<file path="src/rtl/gerador_pwm_mod100.sv">
// gerador_pwm_mod100: fixed-period PWM generator fed by a mod-100 duty counter.
// The period lasts PERIODO counts and each count lasts DIVISOR clocks. The
// requested duty is double-buffered into r_duty_ativo. It changes only at a
// period wrap, or continuously while idle, so no runt pulses appear on saida_pwm.
// Optional build macro SAIDA_COMPLEMENTAR_EN adds a registered complementary
// output saida_pwm_n. It is low whenever the block is idle or in reset.
// habilita is a plain level enable, not a handshake. While it is low the block
// is held at count zero with both outputs low. The first clock with habilita
// high starts a fresh period at count zero.
module gerador_pwm_mod100 #(
  parameter int PERIODO         = 100,
  parameter int LARGURA         = 7,
  parameter int DIVISOR         = 1,
  parameter int DIVISOR_LARGURA = 16
) (
  input  logic               clock,
  input  logic               reset,
  input  logic               habilita,
  input  logic [LARGURA-1:0] ciclo_trabalho,
  output logic               saida_pwm,
  output logic               fim_periodo,
`ifdef SAIDA_COMPLEMENTAR_EN
  output logic               saida_pwm_n,
`endif
  output logic [LARGURA-1:0] contagem
);

  localparam logic [LARGURA-1:0]         PER_VAL = LARGURA'(PERIODO);
  localparam logic [LARGURA-1:0]         PER_MAX = LARGURA'(PERIODO - 1);
  localparam logic [DIVISOR_LARGURA-1:0] DIV_MAX = DIVISOR_LARGURA'(DIVISOR - 1);

  logic [DIVISOR_LARGURA-1:0] r_div;
  logic [LARGURA-1:0]         r_contagem;
  logic [LARGURA-1:0]         r_duty_ativo;
  logic                       r_saida_pwm;
  logic                       r_fim_periodo;
`ifdef SAIDA_COMPLEMENTAR_EN
  logic                       r_saida_pwm_n;
`endif

  logic                       w_tick;
  logic                       w_wrap;
  logic                       w_ativo;
  logic [LARGURA-1:0]         w_duty_clamp;

  // Decode the prescaler tick, the period wrap, the compare, and the clamped duty request.
  always_comb begin
    w_tick       = (r_div == DIV_MAX);
    w_wrap       = w_tick && (r_contagem == PER_MAX);
    w_ativo      = (r_contagem < r_duty_ativo);
    w_duty_clamp = (ciclo_trabalho > PER_VAL) ? PER_VAL : ciclo_trabalho;
  end

  // Prescaler, period counter, shadow duty and registered outputs. Idle overrides a coincident wrap.
  always_ff @(posedge clock or posedge reset) begin
    if (reset) begin
      r_div         <= '0;
      r_contagem    <= '0;
      r_duty_ativo  <= '0;
      r_saida_pwm   <= 1'b0;
      r_fim_periodo <= 1'b0;
`ifdef SAIDA_COMPLEMENTAR_EN
      r_saida_pwm_n <= 1'b0;
`endif
    end else if (!habilita) begin
      r_div         <= '0;
      r_contagem    <= '0;
      r_duty_ativo  <= w_duty_clamp;
      r_saida_pwm   <= 1'b0;
      r_fim_periodo <= 1'b0;
`ifdef SAIDA_COMPLEMENTAR_EN
      r_saida_pwm_n <= 1'b0;
`endif
    end else begin
      r_div <= w_tick ? '0 : r_div + DIVISOR_LARGURA'(1);
      if (w_tick) begin
        r_contagem <= w_wrap ? '0 : r_contagem + LARGURA'(1);
      end
      if (w_wrap) begin
        r_duty_ativo <= w_duty_clamp;
      end
      r_saida_pwm   <= w_ativo;
      r_fim_periodo <= w_wrap;
`ifdef SAIDA_COMPLEMENTAR_EN
      r_saida_pwm_n <= !w_ativo;
`endif
    end
  end

  assign saida_pwm   = r_saida_pwm;
  assign fim_periodo = r_fim_periodo;
  assign contagem    = r_contagem;
`ifdef SAIDA_COMPLEMENTAR_EN
  assign saida_pwm_n = r_saida_pwm_n;
`endif

endmodule

</file>
<file path="config.mk">
export PLATFORM = sky130hd
export DESIGN_NAME = gerador_pwm_mod100
export DESIGN_NICKNAME = d
export VERILOG_FILES = /design/src/rtl/gerador_pwm_mod100.sv
export SDC_FILE = /design/constraint.sdc
export NUM_CORES = 1
export LEC_CHECK = 0
export CAP_MARGIN = 0
export CORE_ASPECT_RATIO = 0.8
export CORE_MARGIN = 2
export CORE_UTILIZATION = 55
export DETAILED_ROUTE_END_ITERATION = 16
export PLACE_DENSITY = 0.82
export SKIP_LAST_GASP = 1
export SYNTH_ARGS = -nofsm -noshare
export SYNTH_HDL_FRONTEND = slang
export SYNTH_SLANG_ARGS = --single-unit
export TNS_END_PERCENT = 100
</file>
<file path="constraint.sdc">
create_clock -name clock -period 2.3 [get_ports clock]
set_clock_uncertainty 0.15 [all_clocks]
set_input_delay 0.46 -clock clock [delete_from_list [all_inputs] [get_ports clock]]
set_output_delay 0.46 -clock clock [all_outputs]
set_load 0.05 [all_outputs]
</file>
; ---- Word-level counts from Yosys, hierarchy flattened
; Index checks and enable logic that the tools add are counted.
[op_classes]
addsub = 2
magnitude_cmp = 2
n_eq_ne = 3
n_mux = 10
n_reduce_logical = 2
[ops]
columns = op, n
row1 = 7-bit 2-to-1 mux, 6
row2 = 16-bit 2-to-1 mux, 2
row3 = 16-bit by 1-bit adder with 16-bit output (second input constant), 1
row4 = 16-bit zero test, 1
row5 = 7-bit by 1-bit adder with 7-bit output (second input constant), 1
row6 = 7-bit == test (second input constant), 1
row7 = 7-bit > comparator (second input constant), 1
row8 = 7-bit less-than comparator, 1
row9 = 2-bit by 1-bit != test with 1-bit output (second input constant), 2
row10 = 1-bit 2-to-1 mux, 2
row11 = 1-bit logical AND, 1
[totals]
ff_bits = 32
in_bits = 10
output_inout_bits = 9

; ---- Logic depth before layout (Yosys ltp)
[depth]
word_depth = 5
ltp_mapped = 7
mapped_depth_nobuf = 6

; ---- Worst setup path after synthesis
; OpenSTA, ideal clock, no wires.
[synth_path]
path_kind = reg2reg
from = register r_contagem[1], in the netlist contagem[1]
to = register r_duty_ativo[5]
setup_ps = 125
t_arrival_ps = 2084
t_required_ps = 2025
slack_ps = -59
stages_incl_launch_ff = 7
path_buffers = 1
period_less_slack_ps = 2359
cell_sequence = dfrtp_1 > ha_1 > nand2_1 > or4_1 > o21a_1 > buf_6 > mux2_4
[synth_via]
elab_chain_len = 3
[synth_lines]
columns = element, line_no
row1 = "start, declared", 33  ; logic [LARGURA-1:0] r_contagem;
row2 = "start signal, assigned", 77  ; r_contagem <= w_wrap ? '0 : r_contagem + LARGURA'(1);
row3 = 7-bit == test, 49  ; w_wrap = w_tick && (r_contagem == PER_MAX);
row4 = 1-bit logical AND, 49
row5 = 2-bit by 1-bit != test with 1-bit output (no line), -
row6 = "end signal, assigned", 68  ; r_duty_ativo <= w_duty_clamp;
row7 = "end signal, assigned", 80  ; r_duty_ativo <= w_duty_clamp;
row8 = "end, declared", 34  ; logic [LARGURA-1:0] r_duty_ativo;
; Every way passes these cells.
; A chain may end at the register's enable or synchronous reset.

; ---- Final worst setup path
[layout_path]
from = register r_contagem[3], in the netlist contagem[3]
to = output contagem[3]
[layout_rtl]
columns = element, line_no
row1 = "end, declared", 25  ; output logic [LARGURA-1:0] contagem
; No word-level cell between the ends.

==> results.md <==
* Boundary Pins at 19
* Largest net degree at the start of global routing at 16
* Crit path DAT at 1.62 ns
* Syn nets at about 200
* H-tree depth at 2
* Hold WS at 0.325 ns
* Port bufs at 18
* Vias in the first global route at 1377
* Post-synth EDFFs at 0
* Die height at 54.6 um
* CP bufs+invs at 1
* First drt pass iteration count at 5
* Die footprint at 3670 um^2
* Seq/Total Area, Yosys at 0.456
* Wirelength per Cell at 15.3 um
* Max clock buf depth at 2
* RePlAce Congestion at 0.848
* Initial antenna violation count at 0
* Clk slew on worst S/H paths at about 0.07 ns
* Routed via count at 1379
* Remaining antenna violation count after routing at 0
* Slew Viols, Final at 0
* VDD IR max at approximately 0.35 mV
* Gate Count Post-Synth at ~180
* Initial Utilization at 0.574
* Sequential power share at 0.507
* Crit-path cells: clkdlybuf4s50_1
* P_int at 0.000885 W
* Die Wd at between 60 and 70 um
* Hold Path Class: input port to async pin
* TritonCTS clock tree: built
* Rel. slew slack at 0.557
* Final wirelength at 3740 um
* Iter 0 DRT Violations at 86
* Pwr dens at 563 nW/um^2
* Synthesis-to-finish area growth at 18.6%
* Fmax at 0.448 GHz
* Kind of critical path: flop to output pin
* Total power at 0.00117 W
* Antenna cells at 0
* Status: finished clean
* Clock root cell: clkbuf_8
* Hold_buf cts at 0
* Net Sw Power at 0.000289 W
* Critical path required time at 1.69 ns
* Final Setup Violations at 0
* Critical path peak fanout at 8
* Num CTS Buffers at 5
* GRT Util Overall at 0.244
* Detail Placement HPWL at 2780 um
* RSZ-0062 raised after global routing: false
* Worst Tran Pin Value at 0.659 ns
* Leak Pwr at roughly 0.9 nW
* Final worst path period need at 2.23 ns
* Switching portion of total power at 0.246
* First-pass GRT wire length at 6280 um
* Worst-skew pair later-pin latency at slightly below 0.3 ns
* YS warnings at 0
* Clock power share at 0.379
* Comb pwr share at 0.113
* CP startpoint kind: flop
* R2R cell count at 5
* Fin crit share at 0.972
* Critical path depth at 1
* # clock sinks at 32
* Top_reg_cell synth: dfrtp_1
* Crit end category: output pin
* CTS-repair resized insts at 0
* Yosys cell types at 38
* #FFs+latches synth at 32
* # Max-Cap Violations at 0
* Postcts setup bufs at 0
* Post-Synthesis Cell Area at around 1800 um^2
* Core Box Area at 3060 um^2
* Sum Neg Setup Slack at 0 ns
* Syn Area/Cell at 9.88 um^2
* Share of layout cells above drive strength 1 at 0.112
* Grt ovf at 0
* # DRC at 0
* Row cnt at 18
* Cell family with most CP delay: buffers and inverters
* Final #Nets at 223
* Max stage delay cell, worst path: clkdlybuf4s50_1
* Vias per inst at about 5.6
* Final Hold Fails at 0
* Synth async-reset ratio at 1.00
* Crit path largest cell delay at 0.85 ns
-- worst paths after layout --
kind	from	to	slack [ns]
worst max register to register	contagem[0]	r_duty_ativo[6]	0.26
worst max-delay path	contagem[3]	contagem[3]	0.07
max in group asynchronous	reset	r_div[13]	1.13
min in group clock	r_div[0]	r_div[0]	0.38
worst min register to register	r_div[0]	r_div[0]	0.38
worst min-delay path	reset	r_duty_ativo[3]	0.32
-- synth_stat cells (4+ instances only) --
cell type | number | area (um^2)
o21ai_0 | 4 | 20.0
nand3_1 | 8 | 40.0
mux2i_1 | 6 | 60.1
nor4_1 | 4 | 25.0
xnor2_1 | 11 | 96.3
nand4_1 | 4 | 25.0
nand2_1 | 17 | 63.8
dfrtp_1 | 32 | 801
ha_1 | 9 | 113
inv_1 | 14 | 52.6
nor2_1 | 22 | 82.6
nor3_1 | 5 | 25.0
-- cell usage in the layout, fill, tap and decap left out, types with 2 or more instances in the layout --
| cell type | netlist | routed |
|---|---|---|
| mux2_4 | 2 | 2 |
| a21oi_1 | 3 | 3 |
| nor4_2 | 2 | 2 |
| a31oi_1 | 2 | 2 |
| clkdlybuf4s50_1 | 0 | 17 |
| nand2b_1 | 2 | 2 |
| and3_1 | 2 | 2 |
| dfrtp_1 | 32 | 30 |
| ha_1 | 9 | 9 |
| dfrtp_2 | 0 | 2 |
| clkbuf_8 | 0 | 6 |
| or3_1 | 3 | 3 |
| nor2_1 | 22 | 22 |
| o21ai_0 | 4 | 4 |
| nor4_1 | 4 | 4 |
| a21boi_0 | 2 | 2 |
| inv_1 | 14 | 14 |
| buf_4 | 0 | 6 |
| xnor2_1 | 11 | 11 |
| mux2i_1 | 6 | 6 |
| a21boi_1 | 2 | 2 |
| clkbuf_1 | 1 | 2 |
| nand3_1 | 8 | 8 |
| or4_1 | 3 | 3 |
| xor2_1 | 3 | 3 |
| nand4_1 | 4 | 4 |
| nor3_1 | 5 | 5 |
| nand2_1 | 17 | 17 |
-- per-layer routing --
| metal | up-vias | GRT usage | share of wire |
|---|---|---|---|
| li1 | 664 | - | - |
| met3 | 10 | 0.0617 | 0.040 |
| met1 | 674 | 0.295 | 0.44 |
| met5 | - | 0 | 0 |
| met2 | 31 | 0.404 | 0.50 |
| met4 | 0 | 0.136 | 0.025 |
-- metrics by stage --
step	utilization	cells	cell area, um^2	setup slack, ns
global route	0.681	245	2080	0.0283
CTS	0.681	245	2080	0.0744
floorplan	-	178	1760	0.0896
finish	0.681	245	2080	0.0654
global placement	0.651	237	1990	0.313
detailed placement	0.651	237	1990	0.276
-- final cells by class --
type,count,area [um^2]
clock buffers,8,90.1
flip-flops and latches,32,803
inverters,14,52.6
multi-input cells,128,873
repair buffers,23,215
well taps,40,50.0
fillers,240,978
-- cell families (layout without fill, tap and decap cells) --
group / after synthesis / after routing / synth area share
flip-flops: 32 / 32 / 0.456
AND/OR/NAND/NOR: 79 / 79 / 0.246
XOR/XNOR: 14 / 14 / 0.0698
multiplexers: 8 / 8 / 0.0512
AO/OA/AOI/OAI: 18 / 18 / 0.0662
buffers and inverters: 18 / 45 / 0.0477
adder cells (fa/ha/maj): 9 / 9 / 0.0641
-- flip-flops by register name, indices dropped and copies added (netlist names) --
| signal | cells |
|---|---|
| r_div | 16 |
| contagem | 7 |
| r_duty_ativo | 7 |
| fim_periodo | 1 |
| saida_pwm | 1 |
-- power by group through the flow --
stage	logic [W]	registers (W)	clock network, W
after floorplan	0.0000642	0.000621	0
final	0.000133	0.000595	0.000445
after detailed placement	0.000133	0.000606	0
after CTS	0.000134	0.000595	0.000455
after global placement	0.000125	0.000604	0
after global routing	0.000149	0.000598	0.000476
(Power assumes the default switching activity.)
